[config.mk]
export PLATFORM = sky130hd
export DESIGN_NAME = registerfile_mp
export DESIGN_NICKNAME = d
export VERILOG_FILES = /design/src/rtl/registerfile_mp_pkg.sv /design/src/rtl/regfile_clear_seq.sv /design/src/rtl/registerfile_mp.sv
export SDC_FILE = /design/constraint.sdc
export NUM_CORES = 1
export LEC_CHECK = 0
export ABC_AREA = 0
export BUFFER_PORTS_ARGS = -buffer_cell sky130_fd_sc_hd__clkbuf_2
export CELL_PAD_IN_SITES_DETAIL_PLACEMENT = 1
export CELL_PAD_IN_SITES_GLOBAL_PLACEMENT = 1
export CORE_MARGIN = 10
export CORE_UTILIZATION = 49
export DETAILED_ROUTE_END_ITERATION = 10
export HOLD_SLACK_MARGIN = 0.1
export PLACE_DENSITY_LB_ADDON = 0.1
export SKIP_CTS_REPAIR_TIMING = 1
export SLEW_MARGIN = 20
export SYNTH_ARGS = -nofsm -noshare
export SYNTH_HDL_FRONTEND = slang
export SYNTH_SLANG_ARGS = --single-unit
[constraint.sdc]
create_clock -name clk -period 5.02 [get_ports clk]
set_input_delay 0.753 -clock clk [delete_from_list [all_inputs] [get_ports clk]]
set_output_delay 0.753 -clock clk [all_outputs]
set_load 0.01 [all_outputs]
[src/rtl/registerfile_mp_pkg.sv]
// Shared types and defaults for the multi-port register file: clear-sequencer
// state encodings, default geometry, and the address-qualification helper.
package registerfile_mp_pkg;

    typedef enum logic {
        ST_CLEAR = 1'b0,
        ST_RUN   = 1'b1
    } regfile_state_t;

    localparam int DEF_DATA_W = 32;
    localparam int DEF_DEPTH  = 32;
    localparam int DEF_ADDR_W = 5;

    // An address is usable if it is inside the array and is not the hardwired zero row.
    function automatic logic addr_ok(input int addr, input int depth, input bit zero_reg);
        return (addr < depth) && !(zero_reg && (addr == 0));
    endfunction

endpackage

[src/rtl/regfile_clear_seq.sv]
// Reset clear sequencer: after reset, walks every row once writing zero, and
// holds busy high until the last row has been cleared.
module regfile_clear_seq
    import registerfile_mp_pkg::*;
#(
    parameter int DEPTH  = DEF_DEPTH,
    parameter int ADDR_W = DEF_ADDR_W
) (
    input  logic              clk,
    input  logic              rst,
    output logic              busy,
    output logic              clr_we,
    output logic [ADDR_W-1:0] clr_addr
);

    localparam logic [ADDR_W-1:0] LAST_ROW = ADDR_W'(DEPTH - 1);

    regfile_state_t    state_reg, state_next;
    logic [ADDR_W-1:0] clr_ptr_reg, clr_ptr_next;

    always_ff @(posedge clk) begin
        if (rst) begin
            state_reg   <= ST_CLEAR;
            clr_ptr_reg <= '0;
        end else begin
            state_reg   <= state_next;
            clr_ptr_reg <= clr_ptr_next;
        end
    end

    always_comb begin
        state_next   = state_reg;
        clr_ptr_next = clr_ptr_reg;
        clr_we       = 1'b0;
        if (state_reg == ST_CLEAR) begin
            // The reset cycle itself does not count as a clear step.
            clr_we = ~rst;
            if (clr_ptr_reg == LAST_ROW) begin
                state_next   = ST_RUN;
                clr_ptr_next = '0;
            end else begin
                clr_ptr_next = clr_ptr_reg + 1'b1;
            end
        end
    end

    assign busy     = (state_reg == ST_CLEAR);
    assign clr_addr = clr_ptr_reg;

endmodule

[src/rtl/registerfile_mp.sv]
// Parametrised multi-port register file with row-by-row reset clear.
// Define REGFILE_BYPASS_EN to forward same-cycle writes to the read registers.
module registerfile_mp
    import registerfile_mp_pkg::*;
#(
    parameter int DATA_W   = DEF_DATA_W,
    parameter int DEPTH    = DEF_DEPTH,
    parameter int ADDR_W   = DEF_ADDR_W,
    parameter int NRD      = 2,
    parameter int NWR      = 1,
    parameter int ZERO_REG = 1
) (
    input  logic                  clk,
    input  logic                  rst,
    input  logic [NWR-1:0]        we,
    input  logic [NWR*ADDR_W-1:0] waddr,
    input  logic [NWR*DATA_W-1:0] wdata,
    input  logic [NRD*ADDR_W-1:0] raddr,
    output logic [NRD*DATA_W-1:0] rdata,
    output logic                  busy
);

    localparam bit ZERO_EN = (ZERO_REG != 0);

    logic [DATA_W-1:0] mem [DEPTH];

    logic              clr_we;
    logic [ADDR_W-1:0] clr_addr;

    logic [ADDR_W-1:0] waddr_arr [NWR];
    logic [DATA_W-1:0] wdata_arr [NWR];
    logic [NWR-1:0]    wq;

    regfile_clear_seq #(
        .DEPTH  (DEPTH),
        .ADDR_W (ADDR_W)
    ) u_clear_seq (
        .clk      (clk),
        .rst      (rst),
        .busy     (busy),
        .clr_we   (clr_we),
        .clr_addr (clr_addr)
    );

    genvar gi;
    generate
        for (gi = 0; gi < NWR; gi++) begin : g_wport
            assign waddr_arr[gi] = waddr[gi*ADDR_W +: ADDR_W];
            assign wdata_arr[gi] = wdata[gi*DATA_W +: DATA_W];
            assign wq[gi] = we[gi] & ~rst & ~busy
                          & addr_ok(int'(waddr_arr[gi]), DEPTH, ZERO_EN);
        end
    endgenerate

    // Later ports are applied last, so the highest-index port wins a conflict.
    always_ff @(posedge clk) begin
        if (clr_we) begin
            mem[clr_addr] <= '0;
        end
        for (int k = 0; k < NWR; k++) begin
            if (wq[k]) begin
                mem[waddr_arr[k]] <= wdata_arr[k];
            end
        end
    end

    generate
        for (gi = 0; gi < NRD; gi++) begin : g_rport
            logic [ADDR_W-1:0] ra;
            logic              rd_ok;
            logic [DATA_W-1:0] rd_val;
            logic [DATA_W-1:0] rdata_reg;

            assign ra    = raddr[gi*ADDR_W +: ADDR_W];
            assign rd_ok = addr_ok(int'(ra), DEPTH, ZERO_EN);

`ifdef REGFILE_BYPASS_EN
            always_comb begin
                rd_val = mem[ra];
                for (int k = 0; k < NWR; k++) begin
                    if (wq[k] && (waddr_arr[k] == ra)) begin
                        rd_val = wdata_arr[k];
                    end
                end
            end
`else
            assign rd_val = mem[ra];
`endif

            always_ff @(posedge clk) begin
                if (rst || busy) begin
                    rdata_reg <= '0;
                end else if (rd_ok) begin
                    rdata_reg <= rd_val;
                end else begin
                    rdata_reg <= '0;
                end
            end

            assign rdata[gi*DATA_W +: DATA_W] = rdata_reg;
        end
    endgenerate

endmodule
Word level (Yosys, flattened, before mapping)
Memory sizes are Yosys's and may differ from the RTL's. A register that Yosys moved wholly into a read port is not among the register bits.
Cells that the tools add are included.
{ "classes": {"add_sub_neg": 1, "n_eq_ne": 1, "mux": 11, "bitwise": 5, "n_reduce_logical": 8} }
{ "op_table": {"columns": ["operator", "n"], "rows": [
  ["$mux 32", 1],
  ["$reduce_or 32->1", 1],
  ["$logic_not 5->1", 3],
  ["$mux 5", 2],
  ["$mux 1", 8],
  ["$add 5x1->5 const B", 1],
  ["$eq 5x5->1 const B", 1],
  ["$reduce_or 2->1", 2],
  ["$and 1x1->1", 3],
  ["$not 1->1", 2],
  ["$logic_not 1->1", 1],
  ["$logic_or 1x1->1", 1]
]} }
{ "totals": {"regBits": 6, "mem_bits_rw": 1024, "output_inout_bits": 65, "elab_cells": 29, "mem_count": 1} }
{ "mem_list": {"columns": ["name", "words", "word_bits", "rd", "rd_clocked_by_memory_dff", "write_ports", "line", "text"], "rows": [
  ["mem", 32, 32, 2, 2, 1, "registerfile_mp.sv:25", "logic [DATA_W-1:0] mem [DEPTH];"]
]} }

Longest topological paths before layout
Gate-level depths: netlist of run 1.
{ "depth": {"ltp_word": 8, "mapped_depth": 9, "mapped_depth_nobuf": 6} }

Modules after synthesis
From an unflattened synthesis of run 1, not the netlist that was laid out.
{ "unflattened": {"cells_unflattened": 3600, "area_unflattened_um2": 55867.3} }
{ "modules_own_cells": {"columns": ["mod", "n_inst", "cells_per_inst", "area_each_um2"], "rows": [
  ["registerfile_mp", 1, 3570, 55594.6],
  ["regfile_clear_seq", 1, 30, 272.8]
]} }

Least setup slack after synthesis of run 1
No wires, ideal clock.
{ "synth_path": {"path_kind": "input to register", "startpoint": "in waddr[4]", "endpoint": "mem mem[19][0] (netlist name), enable pin", "setup_ns": 0.502, "arrival_time_ns": 4.734, "path_slack_ns": -0.216, "cell_stages": 5, "n_path_buf": 1, "cell_sequence": "nor3_1 > a21o_1 > buf_2 > a21oi_1 > nor4_1"} }
{ "synth_via": {"elab_chain_cells": 7} }
{ "synth_rtl": {"columns": ["item", "line", "text"], "rows": [
  ["from (decl)", "registerfile_mp.sv:16", "input logic [NWR*ADDR_W-1:0] waddr,"],
  ["$logic_not 5->1", "registerfile_mp_pkg.sv:16", "return (addr < depth) && !(zero_reg && (addr == 0));"],
  ["$logic_not 1->1", "registerfile_mp_pkg.sv:16", null],
  ["$and 1x1->1", "registerfile_mp.sv:51", "& addr_ok(int'(waddr_arr[gi]), DEPTH, ZERO_EN);"],
  ["$mux 1", "registerfile_mp.sv:61", "if (wq[k]) begin"],
  ["$mux 1 (not written as such)", "registerfile_mp.sv:62", "mem[waddr_arr[k]] <= wdata_arr[k];"],
  ["$reduce_or 32->1 (no source line)", null, null],
  ["$mux 5 (no source line) / $mux 1 (equally long branches)", null, null],
  ["to (decl)", "registerfile_mp.sv:25", null]
]} }
Parallel ways exist; a longest one is shown, timed or not.

Worst setup path after layout of run 1
{ "layout_path": {"startpoint": "reg u_clear_seq.state_reg", "endpoint": "mem mem[6][12] (netlist name), enable pin"} }
{ "layout_via": {"elab_chain_cells": 6} }
{ "layout_rtl": {"columns": ["item", "line", "text"], "rows": [
  ["from (decl)", "regfile_clear_seq.sv:18", "regfile_state_t state_reg, state_next;"],
  ["from (signal assigned)", "regfile_clear_seq.sv:26", "state_reg <= state_next;"],
  ["$and 1x1->1", "registerfile_mp.sv:50", "assign wq[gi] = we[gi] & ~rst & ~busy"],
  ["$and 1x1->1", "registerfile_mp.sv:51", null],
  ["$mux 1", "registerfile_mp.sv:61", null],
  ["$mux 1 (not written as such)", "registerfile_mp.sv:62", null],
  ["$reduce_or 32->1 (no source line)", null, null],
  ["$mux 5 (no source line) / $mux 1 (equally long branches)", null, null]
]} }
Parallel ways exist; a longest one is shown, timed or not.

==> results of run 1 <==
==> final cells by class <==
cell class	instances	area [sq um]	share of cell area [%]
repair buffers	215	1600	2.85
clock buffers	157	3190	5.70
diodes	1	2.50	0.00447
inverters	6	22.5	0.0402
well taps	1357	1700	3.03
clock inverters	56	520	0.930
multi-input cells	1587	16800	30.0
flip-flops and latches	1094	32200	57.4
==> metal layers <==
layer  up-vias  wire (um)  GRT usage (%)
met5         -         18              0
met4         2       5970           10.1
met3       348      14900           5.42
met2      1674      78600           45.0
met1     16445      67800           38.9
li1      12343          -              -
==> cell usage in the layout (no fill, tap or decap), drive strengths merged, types with 39 or more instances in the layout <==
master,instances
mux4,242
mux2i,567
nand3,74
mux2,64
nand2,100
clkbuf,264
nand4,39
clkinv,43
o221ai,56
buf,108
a22oi,176
dfxtp,70
edfxtp,1024
==> final timing paths <==
kind                                start                       to
setup / recovery    u_clear_seq.state_reg               mem[6][12]
hold / removal                        rst  u_clear_seq.clr_addr[2]
setup reg to reg    u_clear_seq.state_reg               mem[6][12]
hold reg to reg   u_clear_seq.clr_addr[2]  u_clear_seq.clr_addr[2]
==> cell families (layout without fill, tap and decap cells) <==
kind of cell / after synthesis / after routing
flip-flops: 1094 / 1094
buffers and inverters: 239 / 434
adder cells (fa/ha/maj): 2 / 2
AND/OR/NAND/NOR: 328 / 328
AO/OA/AOI/OAI: 384 / 384
multiplexers: 873 / 873
other: 0 / 1
==> cells in the mapped netlist (33+ instances only) <==
master / number / area (sq um)
edfxtp_1: 1024 / 30700
mux2i_1: 567 / 5680
mux4_2: 242 / 5450
a22oi_1: 176 / 1320
clkbuf_1: 105 / 394
nand2_1: 100 / 375
nand3_1: 74 / 370
dfxtp_1: 70 / 1400
buf_2: 66 / 330
mux2_2: 64 / 721
o221ai_1: 56 / 490
nand4_1: 39 / 244
a211oi_1: 38 / 285
and2_1: 36 / 225
buf_4: 36 / 270
a21oi_1: 33 / 165
==> power breakdown <==
| group | switching, uW | total (uW) | internal, uW |
|---|---|---|---|
| Sequential | 25.4 | 9900 | 9870 |
| Clock | 3550 | 8430 | 4880 |
| Combinational | 718 | 1160 | 447 |
| Total | 4300 | 19500 | 15200 |
==> metrics by stage <==
| stage | area, sq um | hold WS, ps | instances | power, uW | utilization [%] |
|---|---|---|---|---|---|
| global route | 56000 | 432 | 4472 | 20000 | 55.7 |
| detailed placement | 52200 | 575 | 4259 | 11200 | 51.9 |
| global placement | 52200 | 552 | 4259 | 11200 | 51.9 |
| finish | 56000 | 428 | 4473 | 19500 | 55.7 |
| CTS | 56000 | 391 | 4472 | 19600 | 55.6 |
| floorplan | 49800 | 493 | 2920 | 10800 | - |
==> results by group, run 1 <==
Run status
  – Outcome: completed

Finish
  – Layout cells sized above 1: 24.6%
  – Synth-to-Final Area Change: 12.3%
  – Final #Nets: 3069
  – Fillers: 8934
  – Largest register FFs: 1024

Drt
  – Post-route ant nets: 0
  – Via-per-instance ratio: 6.89
  – DRC: 0
  – Starting DRT DRC Count: 3826
  – Vias: 30812
  – Pre-Repair DR Iteration Count: 6
  – Total Routed Length: 167000 um
  – Avg WL per Cell: 37.4 um

Yosys
  – Synth Area in Compound Gates: 5.86%
  – Syn avg cell area: 17.1 sq um
  – Mapped cell area: 49800 sq um
  – Prevailing post-synth register cell: edfxtp_1
  – Post-Synth Adder-Cell Area: 0.0502%
  – Synth Area in Simple Gates: 3.35%
  – YS warnings: 0
  – Flops & latches, synth: 1094
  – Count of distinct cell types in the synthesized netlist: 50
  – Share of flip-flops with an asynchronous set or reset: 0%
  – EDFF count, synth: 1024
  – Xor-xnor portion of the synthesized cell area: 0%
  – Mux cell area share after synthesis: 23.8%
  – Syn nets: 2972
  – Post-synthesis cell count: 2920
  – Seq/Total Area, Yosys: 64.5%
  – Main combinational cell family by area after synthesis: multiplexers

Critical path
  – Worst-path maximum fanout: 23
  – Crit end category: register
  – Slowest stage cell, crit path: nor2_4
  – Arrival time at the worst endpoint: 3890 ps
  – Crit Path Class: register to register
  – Worst path depth: 5
  – R2R depth: 5
  – Max stage delay on crit path: 910 ps
  – R2r setup slk: 1540 ps
  – Req. time, crit path: 5430 ps
  – Buf+Inv Stages, Crit Path: 1
  – Cell Chain, Critical Path: nand3b_1, a21o_1, a211o_1, nor2_4, buf_4
  – Crit-path leading delay family: simple AND/OR/NAND/NOR gates
  – CP Launch Type: register

STA
  – RSZ-0062 raised after global routing: no
  – Least-Margin Pin Slew: 1100 ps
  – FMAX: 288 MHz
  – Final hold violations: 0
  – Fin. max-slew vios: 0
  – Setup TNS: 0 ps
  – Setup-failing EPs final: 0
  – Max Clock Skew: 21.7 ps
  – Final worst setup slack: 1540 ps
  – Tcrit/Tclk final: 69.3%
  – Slew HR: 25.5%
  – Minimum clock period: 3480 ps

Clock tree
  – Clk buf depth: 3
  – CTS tree: done
  – Sink Count: 1094
  – CTS Buf Count: 113
  – Root Buffer: clkbuf_16
  – Worst skew pair latency: 710 ps
  – CTS HTree Levels: 3
  – Clock slew at reported path FFs: 60 ps

Global route
  – Pin count of the biggest net entering global routing: 99
  – Gr ovfl total: 0
  – First-pass GRT wire length: 238000 um
  – Gr usage total: 28.4%
  – Vias in the first global route: 32272
  – Initial antenna violation count: 3

Flow run
  – Max Cap Violations: 0

Placement
  – Post-DP HPWL: 101000 um
  – Post-Place Worst Slack: 1260 ps
  – Buffers on Ports: 114
  – Routability cong.: 0.849

Pwr
  – LEAKAGE: 0.0209 uW
  – Power Density: 348 nW/um^2
  – Peak VDD IR: 0.290 mV

Floorplanning
  – Die W: 339 um
  – Core area: 101000 sq um
  – I/O pin total: 115
  – Initial Util: 49.6%
  – Num rows: 116
  – Die H: 339 um
  – Die area: 115000 sq um

Min path
  – HP Class: input port to register
  – WHS Path Cells: 2
Note: power is estimated with default switching activity, not from simulation.
==> run 2: changes to the inputs <==
--- a/config.mk
+++ b/config.mk
@@ -10,7 +10,7 @@
 export CELL_PAD_IN_SITES_DETAIL_PLACEMENT = 1
 export CELL_PAD_IN_SITES_GLOBAL_PLACEMENT = 1
 export CORE_MARGIN = 10
-export CORE_UTILIZATION = 49
+export CORE_UTILIZATION = 54
 export DETAILED_ROUTE_END_ITERATION = 10
 export HOLD_SLACK_MARGIN = 0.1
 export PLACE_DENSITY_LB_ADDON = 0.1
==> constraint.sdc (replaced) <==
create_clock -name clk -period 3.5 [get_ports clk]
set_input_delay 0.525 -clock clk [delete_from_list [all_inputs] [get_ports clk]]
set_output_delay 0.525 -clock clk [all_outputs]
set_load 0.01 [all_outputs]
==> run 2 against run 1 <==
Setup slack got worse by 1100 ps. Cell area up 1.9%. Cell count fell by 2.0%. Critical path type unchanged.
==> results by group, run 2 (synthesis gave the netlist of run 1 again) <==
Finish
  – Final #Nets: 3153 (+2.7%)
  – Most common cell after layout, fill and taps aside: edfxtp_1
  – Synth-to-Final Area Change: 14.4%
  – # diodes: 0 (-1)
  – Largest register FFs: 1024 (unchanged)
  – Share of the core filled with cells: 62.2% (+6.6 points)
  – Commonest cells after routing, fill and taps aside: edfxtp_1, mux2i_1, mux4_2, a22oi_1, buf_4
  – Layout cells sized above 1: 25.9% (+1.2 points)

Flow run
  – Max Cap Violations: 0 (unchanged)

Drt
  – Starting DRT DRC Count: 3797 (-0.76%)
  – DRC: 0 (unchanged)
  – Total Routed Length: 172000 um (+2.8%)
  – Pre-Repair DR Iteration Count: 6 (unchanged)
  – Avg WL per Cell: 39.2 um (+4.9%)
  – Post-route ant nets: 0 (unchanged)
  – Via-per-instance ratio: 7.27 (+5.5%)
  – Vias: 31863 (+3.4%)

Floorplanning
  – Num rows: 111 (-4.3%)
  – Die W: 324 um (-4.5%)
  – Core area: 91700 sq um (-8.9%)
  – I/O pin total: 115 (unchanged)
  – Die H: 324 um (-4.5%)
  – Die area: 105000 sq um (-8.7%)
  – Initial Util: 54.4% (+4.8 points)

Clock tree
  – CTS Buf Count: 113 (unchanged)
  – Clock slew at reported path FFs: 70 ps (about the same)
  – Root Buffer: clkbuf_16
  – Worst skew pair latency: 720 ps (about the same)
  – Sink Count: 1094 (unchanged)
  – CTS HTree Levels: 3 (unchanged)
  – Clk buf depth: 3 (unchanged)
  – CTS tree: done

STA
  – RSZ-0062 raised after global routing: no
  – Slew HR: 20.3% (-5.2 points)
  – Tcrit/Tclk final: 87.5% (+18 points)
  – Max Clock Skew: 24.1 ps (+2.41 ps)
  – FMAX: 326 MHz (+13%)
  – Final hold violations: 0 (unchanged)
  – Least-Margin Pin Slew: 1190 ps (+88.7 ps)
  – Minimum clock period: 3060 ps (-413 ps)
  – Setup-failing EPs final: 0 (unchanged)
  – Fin. max-slew vios: 0 (unchanged)

Min path
  – HP Class: input port to register

Critical path
  – Crit end category: register
  – Crit Path Class: register to register
  – Req. time, crit path: 3870 ps (-1560 ps)
  – Worst-path maximum fanout: 31 (+35%)
  – CP Launch Type: register
  – Arrival time at the worst endpoint: 3440 ps (-450 ps)

Run status
  – Outcome: completed

Pwr
  – Power Density: 497 nW/um^2 (+43%)
  – Peak VDD IR: 0.521 mV (+80%)
  – LEAKAGE: 0.0215 uW (+3.1%)
  – Power, Total: 28300 uW (+45%)

Global route
  – Gr ovfl total: 0 (unchanged)
  – Met3 Use GR: 5.60% (+0.18 points)
  – Gr usage total: 32.8% (+4.4 points)
  – Most Used Layer, Global Route: met2
  – Vias in the first global route: 33145 (+2.7%)
  – M1 GR Usage: 43.1% (+4.2 points)
  – First-pass GRT wire length: 245000 um (+2.7%)
  – Pin count of the biggest net entering global routing: 57 (-42%)
  – GRT met2 Usage: 53.0% (+8.0 points)
  – Initial antenna violation count: 5 (+2)

Placement
  – Buffers on Ports: 114 (unchanged)
  – Post-DP HPWL: 103000 um (+1.7%)
  – Routability cong.: 0.873 (+2.8%)
[run 2: changes by cell type in the layout (fill, tap and decap cells not counted), sizes merged, moves of 3 or more]
cell,change
buf,+84
bufinv,+4
clkbuf,+3
clkinv,-7
clkinvlp,-3
inv,+3
[run 2: cell type report]
class / instances / area (sq um)
Fill cell: 7947 / 34600
Sequential cell: 1094 / 32200
Multi-Input combinational cell: 1587 / 16800
Clock buffer: 160 / 3170
Timing Repair Buffer: 299 / 2760
Tap cell: 1186 / 1480
Clock inverter: 53 / 622
Inverter: 6 / 22.5
[run 2: report_power, final]
group,switching [uW],internal [uW],total [uW],leakage (uW)
Sequential,35.7,14200,14200,0.0117
Combinational,1060,686,1750,0.00797
Clock,5140,7250,12400,0.00186
Total,6240,22100,28300,0.0215
[run 2: metrics by stage]
stage	hold WS [ps]	instance area (sq um)	setup slack (ps)	TNS [ps]	instances
global placement	533	53200	341	0	4170
detailed placement	570	53200	398	0	4170
floorplan	493	49900	-656	-253280	2920
finish	184	57000	436	0	4385
global route	217	57000	320	0	4385
CTS	153	57000	454	0	4383
[run 2: final timing paths]
path              slack [ps]                      end  cells past startpoint                    start
setup reg to reg         440              mem[14][25]                      5    u_clear_seq.state_reg
setup / recovery         440              mem[14][25]                      5    u_clear_seq.state_reg
hold / removal           180  u_clear_seq.clr_addr[3]                      2                      rst
hold reg to reg          600  u_clear_seq.clr_addr[2]                      2  u_clear_seq.clr_addr[2]
[run 2: layer usage]
metal | vias up | share of wire (%)
met4 | 6 | 5.0
li1 | 12499 | -
met5 | - | 0.024
met1 | 16902 | 38
met2 | 1974 | 48
met3 | 482 | 8.8
[run 2: critical path, stage by stage, from the launching register on]
cell	delay [ps]
dfxtp_1	670
nand3b_1	320
a21o_1	340
a211o_1	580
nor3_2	410
buf_12	350
